==> src/rtl/grf_wb_queue.sv <==
// In-order writeback queue in front of the GRF write port. Requests are buffered
// in a small FIFO, committed one per granted cycle, and exposed for forwarding.
module grf_wb_queue #(
  parameter  int DEPTH = 4,
  parameter  int DW    = 32,
  parameter  int AW    = 5,
  localparam int CW    = $clog2(DEPTH) + 1
) (
  input  logic          clk,
  input  logic          rst,
  input  logic          in_valid,
  output logic          in_ready,
  input  logic [AW-1:0] in_addr,
  input  logic [DW-1:0] in_data,
  input  logic [DW-1:0] in_pc,
  input  logic          drain_en,
  output logic          WE,
  output logic [AW-1:0] wAddr,
  output logic [DW-1:0] WD,
  output logic [DW-1:0] PC,
  input  logic [AW-1:0] q_addr_a,
  input  logic [AW-1:0] q_addr_b,
  output logic          hit_a,
  output logic          hit_b,
  output logic [DW-1:0] fwd_a,
  output logic [DW-1:0] fwd_b,
  output logic [CW-1:0] count,
  output logic          empty,
  output logic          full
);

  localparam int PW = $clog2(DEPTH);

  logic [AW-1:0]    r_addr [DEPTH];
  logic [DW-1:0]    r_data [DEPTH];
  logic [DW-1:0]    r_pc   [DEPTH];
  logic [DEPTH-1:0] r_vld;
  logic [PW-1:0]    r_head;
  logic [PW-1:0]    r_tail;
  logic [CW-1:0]    r_count;

  logic             w_empty;
  logic             w_full;
  logic             w_accept;
  logic             w_push;
  logic             w_pop;
  logic [PW-1:0]    w_idx [DEPTH];

  assign w_empty  = (r_count == '0);
  assign w_full   = (r_count == CW'(DEPTH));
  assign in_ready = !w_full;
  assign w_accept = in_valid && in_ready;
  // Writes to $0 finish the handshake but never occupy an entry.
  assign w_push   = w_accept && (in_addr != '0);
  assign w_pop    = drain_en && !w_empty;

  assign WE    = w_pop;
  assign count = r_count;
  assign empty = w_empty;
  assign full  = w_full;

  assign wAddr = w_empty ? '0 : r_addr[r_head];
  assign WD    = w_empty ? '0 : r_data[r_head];
  assign PC    = w_empty ? '0 : r_pc[r_head];

  always_ff @(posedge clk or negedge rst) begin
    if (!rst) begin
      r_head  <= '0;
      r_tail  <= '0;
      r_count <= '0;
      r_vld   <= '0;
    end else begin
      // NOTE: sequential state uses non-blocking assignments so every register
      // samples pre-edge values regardless of statement order.
      if (w_push) begin
        r_vld[r_tail] <= 1'b1;
        r_tail        <= r_tail + 1'b1;
      end
      if (w_pop) begin
        r_vld[r_head] <= 1'b0;
        r_head        <= r_head + 1'b1;
      end
      case ({w_push, w_pop})
        2'b10:   r_count <= r_count + 1'b1;
        2'b01:   r_count <= r_count - 1'b1;
        default: r_count <= r_count;
      endcase
    end
  end

  // NOTE: the payload array has no reset; every reader is qualified by r_vld
  // or by empty, so stale contents are never observable.
  always_ff @(posedge clk) begin
    if (w_push) begin
      r_addr[r_tail] <= in_addr;
      r_data[r_tail] <= in_data;
      r_pc[r_tail]   <= in_pc;
    end
  end

  // Entries listed oldest-first, relative to head, so wrap cannot reorder ages.
  for (genvar g = 0; g < DEPTH; g++) begin : g_age
    assign w_idx[g] = r_head + PW'(g);
  end

  always_comb begin
    // NOTE: combinational logic uses blocking assignments with a default first,
    // so later (younger) matches override earlier ones and no latch is inferred.
    hit_a = 1'b0;
    hit_b = 1'b0;
    fwd_a = '0;
    fwd_b = '0;
    for (int k = 0; k < DEPTH; k++) begin
      if (r_vld[w_idx[k]] && (q_addr_a != '0) && (r_addr[w_idx[k]] == q_addr_a)) begin
        hit_a = 1'b1;
        fwd_a = r_data[w_idx[k]];
      end
      if (r_vld[w_idx[k]] && (q_addr_b != '0) && (r_addr[w_idx[k]] == q_addr_b)) begin
        hit_b = 1'b1;
        fwd_b = r_data[w_idx[k]];
      end
    end
  end

endmodule

==> config.mk <==
export PLATFORM = sky130hd
export DESIGN_NAME = grf_wb_queue
export DESIGN_NICKNAME = d
export VERILOG_FILES = /design/src/rtl/grf_wb_queue.sv
export SDC_FILE = /design/constraint.sdc
export NUM_CORES = 1
export LEC_CHECK = 0
export ABC_AREA = 1
export CORE_ASPECT_RATIO = 0.6
export CORE_MARGIN = 2
export CORE_UTILIZATION = 61
export DETAILED_ROUTE_END_ITERATION = 8
export PLACE_DENSITY = 0.87
export SETUP_SLACK_MARGIN = 0.05
export SLEW_MARGIN = 20
export SYNTH_ARGS = -nofsm -noshare
export SYNTH_HDL_FRONTEND = slang
export SYNTH_SLANG_ARGS = --single-unit
==> constraint.sdc <==
create_clock -name clk -period 10.25 [get_ports clk]
set_input_delay 1.5375 -clock clk [delete_from_list [all_inputs] [get_ports clk]]
set_output_delay 1.5375 -clock clk [all_outputs]
set_load 0.01 [all_outputs]
==> summary.md <==
| Metric | Value |
|---|---|
| Initial Util | `62.6%` |
| Layout cells sized above 1 | `5.77%` |
| Critical path's largest stage delay | `0.86 ns` |
| Residual DRC count | `0` |
| Num ports | `roughly 230` |
| Reg2Reg Depth | `4` |
| Internal cell power | `3710 uW` |
| Fin cells | `between 2000 and 3000` |
| Worst hold path class | `flip-flop to flip-flop` |
| Total GRT Usage | `between 30% and 40%` |
| Switch share | `47.9%` |
| Worst path most repeated cell | `nand2_1` |
| Max-slew violation total from the final report | `0` |
| DRT iter0 DRCs | `2417` |
| Reg power frac | `24.1%` |
| Gate power share | `62.0%` |
| PnR Total Power | `roughly 7100 uW` |
| Row cnt | `47` |
| Flops & latches, synth | `287` |
| Startpoint Class | `flip-flop` |
| Synth Instances | `approximately 2100` |
| Via density | `5.99` |
| RSZ-0062 raised after global routing | `false` |
| Crit Path Max Fanout | `~120` |
| Vias in the first global route | `15000` |
| CTS tree | `done` |
| Max Cap Viol | `0` |
| Largest net degree at the start of global routing | `118` |
| Crit. End Element | `output port` |
| Synth warnings | `0` |
| Worst Min Path Start | `r_vld[3]` |
| Area Overhead vs Synth | `17.4%` |
| Synth Net Count | `2222` |
| Post-CTS Setup Bufs | `0` |
| H-tree depth | `1` |
| Leakage power | `0.00852 uW` |
| Worst skew pair latency | `approximately 0.57 ns` |
| CTS root buf | `clkbuf_16` |
| PD cells | `approximately 350 nW/um^2` |
| Register area share after synthesis | `49.2%` |
| Nets@finish | `around 2400` |
| Core Region | `roughly 28000 um^2` |
| Resized Gates After CTS | `0` |
| Design area | `20400 um^2` |
| Endpoint, Worst Hold | `r_vld[3]` |
| Critical path class | `flip-flop to output port` |
| Clock sinks | `287` |
| Post-placement cell area | `19600 um^2` |
| Slew headroom | `about a quarter` |
| Port bufs | `224` |
| Die ar. | `30000 um^2` |
| ANT nets after route | `0` |
| RR Endpoint | `r_vld[1]` |
| Clock period minus worst slack | `8.32 ns` |
| Hold path cells | `2` |
| Clock skew | `0.0181 ns` |
| Worst Path Arrival | `6.79 ns` |
| WL/cell | `19.8 um` |
| Mapped cell area | `17400 um^2` |
| Slew of the pin with the lowest slew margin | `roughly 1.1 ns` |
| Post-CTS Hold Buffers | `0` |
| Crit-path cells | `inv_4, ha_1, buf_4, inv_2, buf_4, nand3_1, nand3_1, nand2_1, nor2_4, nand3_4, nor2_1, nor2_1, nand2_1, nand2_1, nand2_1, clkdlybuf4s50_1` |
| Via count | `15900` |
| GRT Residual Overflow | `0` |
| Synthesized area per cell | `8.18 um^2` |
| Final hold vios | `0` |
| Clock transition at path regs | `0.07 ns` |
| Post-synth top flop | `edfxtp_1` |
| Bufs on Longest Clock Path | `3` |
| Fmax | `120 MHz` |
| Flop-to-flop setup slack | `~6.9 ns` |
| RR Startpoint | `r_head[0]` |
| First-pass GRT wire length | `81300 um` |
| Share of total power in the clock network | `13.9%` |
| DPL Wire Length | `33600 um` |
| Pre-Repair DR Iteration Count | `6` |
| Final WL | `52700 um` |
| Die Y | `135 um` |
| Peak supply drop | `0.000183 V` |
| Post-Place Cells | `2604` |
| Setup TNS Final | `0 ns` |
| Die Wd | `between 200 and 250 um` |
| Slowest CP cell | `inv_4` |
| Clock buffer count from CTS | `28` |
| Global placer's final weighted congestion | `0.954` |
| Status | `complete, no violations` |
| CP Data Required Time | `between 8 and 9 ns` |
| Fin crit share | `81.2%` |
| Yosys cell types | `34` |
| Initial antenna violation count | `4` |
| Async S/R FF share, synth | `3.83%` |
| EDFF count, synth | `276` |
| Sw Pwr | `3410 uW` |
| Final setup fails | `0` |
registers in the layout (all words and copies together) (netlist names):
register / cells
r_vld: 4
r_head: 2
r_pc: 128
count: 3
r_tail: 2
r_data: 128
r_addr: 20
final cells by class:
type                       count  area [um^2]
antenna                        3         7.51
clock buffer                  36          731
clock inverter                13          130
fill                        2057         7370
inverter                     164          619
multi-input combinational   1543         7540
sequential                   287         8570
tap                          367          459
timing repair buffer         243         2390
worst max path at each step:
| stage | startpoint | end | cells after the start |
|---|---|---|---|
| global placement | r_head[1] | fwd_a[1] | 16 |
| floorplan | in_addr[3] | r_addr[0][0] | 4 |
| global route | r_head[1] | fwd_a[31] | 16 |
| detailed placement | r_head[1] | fwd_a[31] | 16 |
| finish | r_head[1] | fwd_a[31] | 16 |
| CTS | r_head[1] | fwd_a[31] | 16 |
routing by layer:
layer	vias to the layer above	share of wire [%]	track usage, %
li1	7354	-	-
met1	7383	41	49.7
met2	1039	44	52.0
met3	120	13	8.33
met4	2	2.3	10.7
met5	-	0.025	0
cells in the mapped netlist (30+ instances only):
library cell,count,area share [%]
or2_2,48,1.7
nand4_1,43,1.5
buf_4,30,1.3
a21oi_1,56,1.6
inv_1,158,3.4
nand3_1,153,4.4
o21ai_0,189,5.4
nor2_1,409,8.8
buf_2,45,1.3
o21a_1,30,1.3
edfxtp_1,276,48
mux2i_1,92,5.3
nand2_1,460,9.9
clkbuf_1,39,0.84
stage by stage:
stage          worst slack, ns  hold slack (ns)  utilization [%]
2_1_floorplan             4.96            0.517                -
3_3_place_gp              2.95            0.545             70.3
3_5_place_dp              2.74            0.571             70.3
4_1_cts                   2.13            0.587             73.4
5_1_grt                   1.63            0.605             73.5
6_report                  1.93            0.598             73.5
cells by family after synthesis:
group | count (synthesis) | share of synthesized area (%)
adders and majority gates | 10 | 0.761
and+or+nand+nor | 1136 | 27.5
muxes | 92 | 5.29
buffers and inverters | 299 | 7.80
DFF | 287 | 49.2
xor gates and xnor gates | 9 | 0.453
AOI/OAI and AO/OA | 296 | 9.02
worst max-delay path, delay by kind of cell (launching register included):
family | cells | cell delay, ns
buffers and inverters | 5 | 2.56
adder cells (fa/ha/maj) | 1 | 0.39
flip-flops | 1 | 0.70
AND/OR/NAND/NOR | 10 | 2.53
cells in the final DEF (no fill, tap or decap), types with 2 or more instances in the layout:
master / count
edfxtp_1: 276
nand3_1: 152
clkbuf_1: 8
clkinv_2: 3
nand3_4: 2
nand2_1: 460
o21a_1: 30
nor2_4: 8
clkinv_4: 2
or2_2: 48
clkbuf_16: 28
diode_2: 3
or2_1: 5
o2111ai_1: 2
dfrtp_1: 9
inv_2: 4
mux2i_1: 92
buf_4: 18
nor2_2: 3
o21ai_0: 189
nand4_1: 43
xor2_1: 8
o21ai_1: 17
ha_1: 9
nor2_1: 404
a21oi_1: 56
nand3_2: 5
inv_1: 158
clkinv_1: 5
nor3_1: 3
clkdlybuf4s50_1: 224
bufinv_16: 2
power groups by stage:
stage	Combinational [uW]	Clock [uW]	Sequential, uW
6_report	4420	992	1720
5_1_grt	4790	1040	1730
4_1_cts	4330	998	1710
3_5_place_dp	4290	0	1730
3_3_place_gp	4210	0	1710
2_1_floorplan	2810	0	1650
(Power assumes the default switching activity.)
